===== config.mk =====
export PLATFORM = sky130hd
export DESIGN_NAME = raster_sched
export DESIGN_NICKNAME = d
export VERILOG_FILES = /design/src/rtl/raster_pkg.sv /design/src/rtl/raster_sched_clear_sweeper.sv /design/src/rtl/raster_sched.sv
export SDC_FILE = /design/constraint.sdc
export NUM_CORES = 1
export LEC_CHECK = 0
export CORE_ASPECT_RATIO = 1.1
export CORE_UTILIZATION = 42
export CTS_BUF_LIST = sky130_fd_sc_hd__clkbuf_16
export CTS_CLUSTER_DIAMETER = 200
export DETAILED_ROUTE_END_ITERATION = 10
export PLACE_DENSITY_LB_ADDON = 0.3
export SLEW_MARGIN = 15
export SYNTH_ARGS = -nofsm -noshare
export SYNTH_HDL_FRONTEND = slang
export SYNTH_HIERARCHICAL = 1
export SYNTH_SLANG_ARGS = --single-unit
export TNS_END_PERCENT = 50

===== constraint.sdc =====
create_clock -name clk_in -period 4.55 [get_ports clk_in]
set_clock_uncertainty 0.15 [all_clocks]
set_input_delay 1.1375 -clock clk_in [delete_from_list [all_inputs] [get_ports clk_in]]
set_output_delay 1.1375 -clock clk_in [all_outputs]
set_load 0.05 [all_outputs]

===== src/rtl/raster_pkg.sv =====
// ---------------------------------------------------------------------------
// raster_pkg
// Shared types and constants for the triangle scheduler and its clear
// sweeper.
//   vert_t         one vertex, [0] = z, [1] = y, [2] = x, 9 bits each
//   sched_state_t  scheduler FSM states
//   FB_ADDR_W      frame buffer address width
//   FB_WIDTH/HEIGHT default frame buffer dimensions
// ---------------------------------------------------------------------------
package raster_pkg;

  localparam int FB_ADDR_W = 17;
  localparam int FB_WIDTH  = 360;
  localparam int FB_HEIGHT = 360;

  typedef logic [2:0][8:0] vert_t;

  typedef enum logic [2:0] {
    ST_CLEAR,
    ST_FETCH,
    ST_ISSUE,
    ST_BUSY,
    ST_DRAIN,
    ST_READY
  } sched_state_t;

  // Increment that sticks at all-ones instead of wrapping.
  function automatic logic [7:0] sat_inc8(input logic [7:0] v);
    return (v == 8'hFF) ? v : v + 8'd1;
  endfunction

endpackage


===== src/rtl/raster_sched_clear_sweeper.sv =====
// ---------------------------------------------------------------------------
// clear_sweeper
// Walks the write-side frame buffer address range once per start pulse,
// asserting the write enable for exactly NUM_PIX consecutive cycles with
// addresses 0 .. NUM_PIX-1.
// Ports:
//   clk_i     system clock
//   rst_i     asynchronous active-high reset
//   start_i   begin a sweep at address 0 (restarts a running sweep)
//   we_o      clear write enable
//   addr_o    clear address
//   done_o    high during the cycle that writes the final address
// ---------------------------------------------------------------------------
module clear_sweeper
  import raster_pkg::*;
#(
  parameter int NUM_PIX = FB_WIDTH * FB_HEIGHT
) (
  input  logic                 clk_i,
  input  logic                 rst_i,
  input  logic                 start_i,
  output logic                 we_o,
  output logic [FB_ADDR_W-1:0] addr_o,
  output logic                 done_o
);

  localparam logic [FB_ADDR_W-1:0] LAST_ADDR = FB_ADDR_W'(NUM_PIX - 1);

  logic                 we_q, we_d;
  logic [FB_ADDR_W-1:0] addr_q, addr_d;

  always_comb begin
    we_d   = we_q;
    addr_d = addr_q;
    if (start_i) begin
      we_d   = 1'b1;
      addr_d = '0;
    end else if (we_q) begin
      if (addr_q == LAST_ADDR) begin
        we_d   = 1'b0;
        addr_d = '0;
      end else begin
        addr_d = addr_q + 1'b1;
      end
    end
  end

  always_ff @(posedge clk_i or posedge rst_i) begin
    if (rst_i) begin
      we_q   <= 1'b0;
      addr_q <= '0;
    end else begin
      we_q   <= we_d;
      addr_q <= addr_d;
    end
  end

  assign we_o   = we_q;
  assign addr_o = addr_q;
  assign done_o = we_q && (addr_q == LAST_ADDR);

endmodule


===== src/rtl/raster_sched.sv =====
// ---------------------------------------------------------------------------
// raster_sched
// Triangle scheduler between the transform stage and the rasterizer. Takes
// one triangle at a time over valid/ready, holds its vertices stable while
// the rasterizer works on it, and after the last triangle of an object waits
// for the video frame tick before issuing the buffer-swap pulse.
//
// Build option: RASTER_CLEAR_EN adds a CLEAR state that sweeps the write-side
// z/color buffer after reset and after every swap. Without it the clear
// outputs are tied to 0.
//
// Ports:
//   clk_in, rst_in            clock, asynchronous active-high reset
//   tri_valid_in/ready_out    upstream triangle handshake
//   tri_last_in               triangle is the last of the object
//   tri_v1/v2/v3_in           incoming vertices
//   rast_idle_in              rasterizer sits in its receive state
//   vert1/2/3_out             vertices held for the rasterizer
//   valid_tri_out             one-cycle triangle start pulse
//   obj_done_out              one-cycle pulse when the last triangle drained
//   new_frame_out             one-cycle buffer-swap pulse
//   frame_tick_in             video frame-start pulse
//   clear_we_out/addr_out     buffer clear write port
//   late_frames_out           saturating count of ticks that came too early
//
// state | meaning
// ------+--------------------------------------------------------------
// CLEAR | sweeping the write buffer (RASTER_CLEAR_EN only)
// FETCH | ready for the next triangle
// ISSUE | triangle held, waiting for the rasterizer to be idle
// BUSY  | start pulse sent, waiting for the rasterizer to leave idle
// DRAIN | rasterizer working, waiting for it to return to idle
// READY | object finished, waiting for the frame tick to swap
// ---------------------------------------------------------------------------
module raster_sched
  import raster_pkg::*;
#(
  parameter int WIDTH  = FB_WIDTH,
  parameter int HEIGHT = FB_HEIGHT
) (
  input  logic                 clk_in,
  input  logic                 rst_in,
  input  logic                 tri_valid_in,
  output logic                 tri_ready_out,
  input  logic                 tri_last_in,
  input  vert_t                tri_v1_in,
  input  vert_t                tri_v2_in,
  input  vert_t                tri_v3_in,
  input  logic                 rast_idle_in,
  output vert_t                vert1_out,
  output vert_t                vert2_out,
  output vert_t                vert3_out,
  output logic                 valid_tri_out,
  output logic                 obj_done_out,
  output logic                 new_frame_out,
  input  logic                 frame_tick_in,
  output logic                 clear_we_out,
  output logic [FB_ADDR_W-1:0] clear_addr_out,
  output logic [7:0]           late_frames_out
);

  localparam longint FB_SIZE = longint'(WIDTH) * longint'(HEIGHT);

  if (FB_SIZE > (longint'(1) << FB_ADDR_W)) begin : g_size_check
    $error("raster_sched: WIDTH*HEIGHT does not fit the clear address width");
  end

  sched_state_t state_q;
  vert_t        vert1_q, vert2_q, vert3_q;
  logic         last_q;
  logic         tri_ready_q;
  logic         valid_tri_q;
  logic         obj_done_q;
  logic         new_frame_q;
  logic [7:0]   late_q, late_d;

  // A tick only swaps when it lands in READY; anywhere else it is late,
  // including the cycle in which DRAIN hands over to READY.
  assign late_d = (frame_tick_in && (state_q != ST_READY)) ? sat_inc8(late_q) : late_q;

`ifdef RASTER_CLEAR_EN
  logic clr_armed_q;
  logic clr_start;
  logic clr_done;

  // The sweep is kicked once on the first CLEAR cycle; clr_armed_q keeps it
  // from being restarted while the sweep runs.
  assign clr_start = (state_q == ST_CLEAR) && !clr_armed_q;

  clear_sweeper #(
    .NUM_PIX(WIDTH * HEIGHT)
  ) u_clear_sweeper (
    .clk_i  (clk_in),
    .rst_i  (rst_in),
    .start_i(clr_start),
    .we_o   (clear_we_out),
    .addr_o (clear_addr_out),
    .done_o (clr_done)
  );
`else
  assign clear_we_out   = 1'b0;
  assign clear_addr_out = '0;
`endif

  always_ff @(posedge clk_in or posedge rst_in) begin
    if (rst_in) begin
`ifdef RASTER_CLEAR_EN
      state_q     <= ST_CLEAR;
      clr_armed_q <= 1'b0;
`else
      state_q     <= ST_FETCH;
`endif
      vert1_q     <= '0;
      vert2_q     <= '0;
      vert3_q     <= '0;
      last_q      <= 1'b0;
      tri_ready_q <= 1'b0;
      valid_tri_q <= 1'b0;
      obj_done_q  <= 1'b0;
      new_frame_q <= 1'b0;
      late_q      <= '0;
    end else begin
      valid_tri_q <= 1'b0;
      obj_done_q  <= 1'b0;
      new_frame_q <= 1'b0;
      late_q      <= late_d;

      case (state_q)
`ifdef RASTER_CLEAR_EN
        ST_CLEAR: begin
          clr_armed_q <= 1'b1;
          if (clr_done) begin
            state_q     <= ST_FETCH;
            tri_ready_q <= 1'b1;
          end
        end
`endif
        ST_FETCH: begin
          // Vertices are only ever loaded here; the rasterizer builds its
          // bounding box combinationally from them while it works.
          if (tri_valid_in && tri_ready_q) begin
            vert1_q     <= tri_v1_in;
            vert2_q     <= tri_v2_in;
            vert3_q     <= tri_v3_in;
            last_q      <= tri_last_in;
            tri_ready_q <= 1'b0;
            state_q     <= ST_ISSUE;
          end else begin
            tri_ready_q <= 1'b1;
          end
        end

        ST_ISSUE: begin
          if (rast_idle_in) begin
            valid_tri_q <= 1'b1;
            state_q     <= ST_BUSY;
          end
        end

        ST_BUSY: begin
          // Idle dropping is the rasterizer's acknowledgement of the start.
          if (!rast_idle_in) begin
            state_q <= ST_DRAIN;
          end
        end

        ST_DRAIN: begin
          if (rast_idle_in) begin
            if (last_q) begin
              obj_done_q <= 1'b1;
              state_q    <= ST_READY;
            end else begin
              tri_ready_q <= 1'b1;
              state_q     <= ST_FETCH;
            end
          end
        end

        ST_READY: begin
          if (frame_tick_in) begin
            new_frame_q <= 1'b1;
`ifdef RASTER_CLEAR_EN
            clr_armed_q <= 1'b0;
            state_q     <= ST_CLEAR;
`else
            tri_ready_q <= 1'b1;
            state_q     <= ST_FETCH;
`endif
          end
        end

        default: begin
          tri_ready_q <= 1'b0;
          state_q     <= ST_FETCH;
        end
      endcase
    end
  end

  assign tri_ready_out   = tri_ready_q;
  assign vert1_out       = vert1_q;
  assign vert2_out       = vert2_q;
  assign vert3_out       = vert3_q;
  assign valid_tri_out   = valid_tri_q;
  assign obj_done_out    = obj_done_q;
  assign new_frame_out   = new_frame_q;
  assign late_frames_out = late_q;

endmodule


## Word level (Yosys, flattened, before mapping)

Index checks and enable logic that the tools add are counted.
Widths: inputs -> output; s select.

- Flip-flop bits (word level): 97
- Output and inout port bits: 111
- Logic and storage cells: 58

- Add/sub/neg operators: 1
- Equality and inequality tests: 13
- Mux-type cells: 19
- Bitwise gates (word level): 2
- Reduce and logical (&&, ||, !) cells: 7

Operator list:

| cell | count |
|---|---|
| $mux 3 | 6 |
| $pmux 3 s5 | 1 |
| $ne 2x2->1 const B | 6 |
| $mux 1 | 11 |
| $add 8x1->8 const B | 1 |
| $eq 8x8->1 const B | 1 |
| $eq 3x2->1 const B | 2 |
| $eq 3x3->1 const B | 2 |
| $reduce_and 5->1 | 1 |
| $pmux 1 s4 | 1 |
| $reduce_and 2->1 | 2 |
| $reduce_and 4->1 | 1 |
| $eq 3x1->1 const B | 1 |
| $ne 3x3->1 const B | 1 |
| $logic_and 1x1->1 | 2 |
| $not 1->1 | 2 |
| $reduce_or 2->1 | 1 |

## Longest topological paths before layout

- Depth in word-level cells: 4
- Gate-level depth with buffers: 6
- Mapped depth without buffers: 5

## Worst setup path after synthesis

No wires, ideal clock.

- Path kind: input to register
- Start point: input port tri_valid_in
- End point: register last_q
- Data arrival time: 2.161 ns
- Data required time: 4.275 ns
- Setup slack: 2.114 ns
- Stages: 5
- Buffers on the path: 2
- Cell sequence: nand2_1 nor4b_2 buf_6 buf_12 mux2_4

- Cells in the longest elaborated chain, start to end: 2

RTL lines:

| what | RTL line | RTL |
|---|---|---|
| start: declaration | raster_sched.sv:43 | `input logic tri_valid_in,` |
| $logic_and 1x1->1 | raster_sched.sv:141 | `if (tri_valid_in && tri_ready_q) begin` |
| $reduce_and 2->1 (no source line) | -- |  |
| end signal: assignment | raster_sched.sv:145 | `last_q <= tri_last_in;` |
| end: declaration | raster_sched.sv:70 | `logic last_q;` |

Every way passes these cells.
A chain may end at the register's enable or synchronous reset.

## Worst setup path after layout

- Start point: register late_q[3] (netlist: late_frames_out[3])
- End point: output port late_frames_out[3]

RTL lines:

| what | RTL line | RTL |
|---|---|---|
| start: declaration | raster_sched.sv:75 | `logic [7:0] late_q, late_d;` |
| start signal: assignment | raster_sched.sv:126 | `late_q <= late_d;` |
| end: declaration | raster_sched.sv:59 | `output logic [7:0] late_frames_out` |

No word-level cell between the ends.

==> results.txt <==
run status: finished clean
Setup TNS: 0 ns
Slew HR: 46.2%
DR vias: 2,716
diode count: 0
core area: 9980 µm²
synthesized flop and latch total: 97
Sink Count: 97
most frequent cells in the layout: clkdlybuf4s50_1, dfrtp_1, mux2_4, conb_1, clkbuf_16
Clock Latency Late Sink: 0.34 ns
WL/cell: 16.3 µm
sequential share of power: 27.4%
worst-case vdd ir drop: 0.000423 V
number of hold violations in the final report: 0
num rows: 38
RSZ-0062 raised after global routing: no
FF-to-FF path depth: 3
Synth area leaders: dfrtp_1, mux2_4, buf_12
H-Tree Depth: 3
Hold Path Class: reg -> reg
fin nets: 536
GR Util All Layers: 17.8%
Hold Path End: vert2_out[4]$_DFFE_PP0P_
reg2reg setup slack: 2.50 ns
Worst R2R Start: state_q[0]$_DFFE_PP1P_
Post-Route WL: 9.32 mm
Critical Path, Cell by Cell: clkdlybuf4s50_1
commonest register cell after synthesis: dfrtp_1
Synth Area per Inst: 16.2 µm²
antenna violations before repair: 0
die height: 109 µm
Hold Crit Depth: 1
Comb power frac: 60.5%
share of layout cells above drive strength 1: 23.4%
Synth top area share: 55.2%
asr flop ratio synth: 100%
Antenna Nets Post-Route: 0
final period utilization: 63.7%
synth warn: 6
fmax: 345 MHz
IO buf count: 179
first-pass GRT wire length: 14.5 mm
switch share: 45.7%
area delta synth->final: 46.5%
Slew Limit Fails: 0
CP Class: reg -> out
Placer Congestion: 0.775
I/O pin cnt: 198
Die ar.: 10,800 µm²
Final min period: 2.90 ns
TritonCTS clock tree: built
Post-Syn Area: 4350 µm²
post-CTS sizing: 0
Yosys cell types: 37
# DRC: 0
max_cap viols: 0
register area share after synthesis: 55.8%
Pleak: 2.79 nW
hpwl dp: 6.61 mm
clock share of power: 12.0%
CP max-delay cell: clkdlybuf4s50_1
GR Overflow Total: 0
initial core utilization: 43.6%
TritonCTS buffer count: 9
Setup crit start kind: register
Setup Buffers After CTS: 0
DR pass1 iterations: 4
Max Root-Sink Buffers: 2
min-delay src: vert2_out[4]$_DFFE_PP0P_
Post-synth EDFFs: 0
setup violators final: 0
Crit Path Max Fanout: 7
CP top delay family: buffers and inverters
area leader, netlist: dfrtp_1
FF-to-FF End: vert1_out[1]$_DFFE_PP0P_
pwr dens: 905 nW/µm²
DIE WIDTH: 99.1 µm
cell count after synthesis: 268
CTS Hold Bufs: 0
vias per cell: 4.74
actual slew at the worst max-slew pin: 0.806 ns
P_sw: 2.64 mW
CP required: 3.26 ns
number of global-route vias before repair: 2,767
crit path capture type: output pin
crit path buf inv count: 1
DR iter-0 viols: 75
max incr delay on CP: 0.83 ns
Worst-path clk slew: 0.06 ns
commonest non-fill, non-tap cell in the layout: clkdlybuf4s50_1
Util after Layout: 63.8%
CTS root buf: clkbuf_16
cell-internal power: 3.13 mW
pin count of the biggest net entering global routing: 66
Arrival @ worst endpoint: 1.61 ns
kinds of logic after synthesis:
family,share of synthesized area (%)
simple gates,4.46
buf+inv,7.82
flops,55.8
fa+ha+maj,0.287
mux,29.1
other cells,0.0862
xor+xnor,0.403
compound gates,2.01
flip-flops by register name, summed over array words and instances, names as in the netlist:
| register | cells |
|---|---|
| vert1_out | 27 |
| vert2_out | 27 |
| vert3_out | 27 |
| late_frames_out | 8 |
| state_q | 3 |
| last_q | 1 |
| new_frame_out | 1 |
| obj_done_out | 1 |
| tri_ready_out | 1 |
| valid_tri_out | 1 |
power by group through the flow:
stage	sequential, mW	combinational [mW]	clock, mW
finish	1.58	3.49	0.695
global route	1.64	3.62	0.754
CTS	1.58	3.51	0.728
detailed placement	1.59	3.50	0
global placement	1.58	3.46	0
floorplan	2.98	1.12	0
layer usage:
| layer | vias to the layer above | GRT usage (%) | part of all wire (%) |
|---|---|---|---|
| met4 | 0 | 5.67 | 1.2 |
| li1 | 1251 | - | - |
| met2 | 109 | 29.0 | 49 |
| met3 | 8 | 6.67 | 7.3 |
| met1 | 1348 | 21.9 | 42 |
| met5 | - | 0 | 0 |
cells in the mapped netlist (2+ instances only):
cell type  count
dfrtp_1       96
mux2_4        80
buf_4         18
buf_12         8
nand2_1        8
nand3_1        6
a21oi_1        4
inv_1          4
mux2_2         4
nor2_1         4
a211oi_1       3
and2_1         2
and3_1         2
buf_6          2
clkbuf_1       2
nor2b_1        2
nor3_1         2
xnor2_1        2
per-stage QoR:
step           cells  power, mW  hold WS [ns]  area [µm²]  worst slack, ns
2_1_floorplan    285       4.10         0.355        4420            0.730
3_3_place_gp     557       5.04         0.341        6100             1.42
3_5_place_dp     557       5.09         0.342        6100             1.41
4_1_cts          573       5.83         0.363        6370             1.63
5_1_grt          573       6.01         0.370        6370             1.60
6_report         573       5.77         0.360        6370             1.65
cell type report:
type                            instances  area [µm²]
Clock buffer                            9         225
Tap cell                              120         150
Clock inverter                          7        46.3
Fill cell                             762        3610
Inverter                                4        17.5
Multi-Input combinational cell        154        1660
Timing Repair Buffer                  182        1850
Sequential cell                        97        2430
worst max path at each step:
stage / startpoint / endpoint / slack [ns] / cells after the start
after floorplan: rst_in / last_q$_DFFE_PP0P_ / 0.73 / 1
after CTS: late_frames_out[3]$_DFFE_PP0P_ / late_frames_out[3] / 1.63 / 1
after global routing: late_frames_out[3]$_DFFE_PP0P_ / late_frames_out[3] / 1.60 / 1
final: late_frames_out[3]$_DFFE_PP0P_ / late_frames_out[3] / 1.65 / 1
after global placement: tri_valid_in / vert1_out[1]$_DFFE_PP0P_ / 1.42 / 5
after detailed placement: tri_valid_in / vert1_out[1]$_DFFE_PP0P_ / 1.41 / 5
Note: power is estimated with default switching activity, not from simulation.
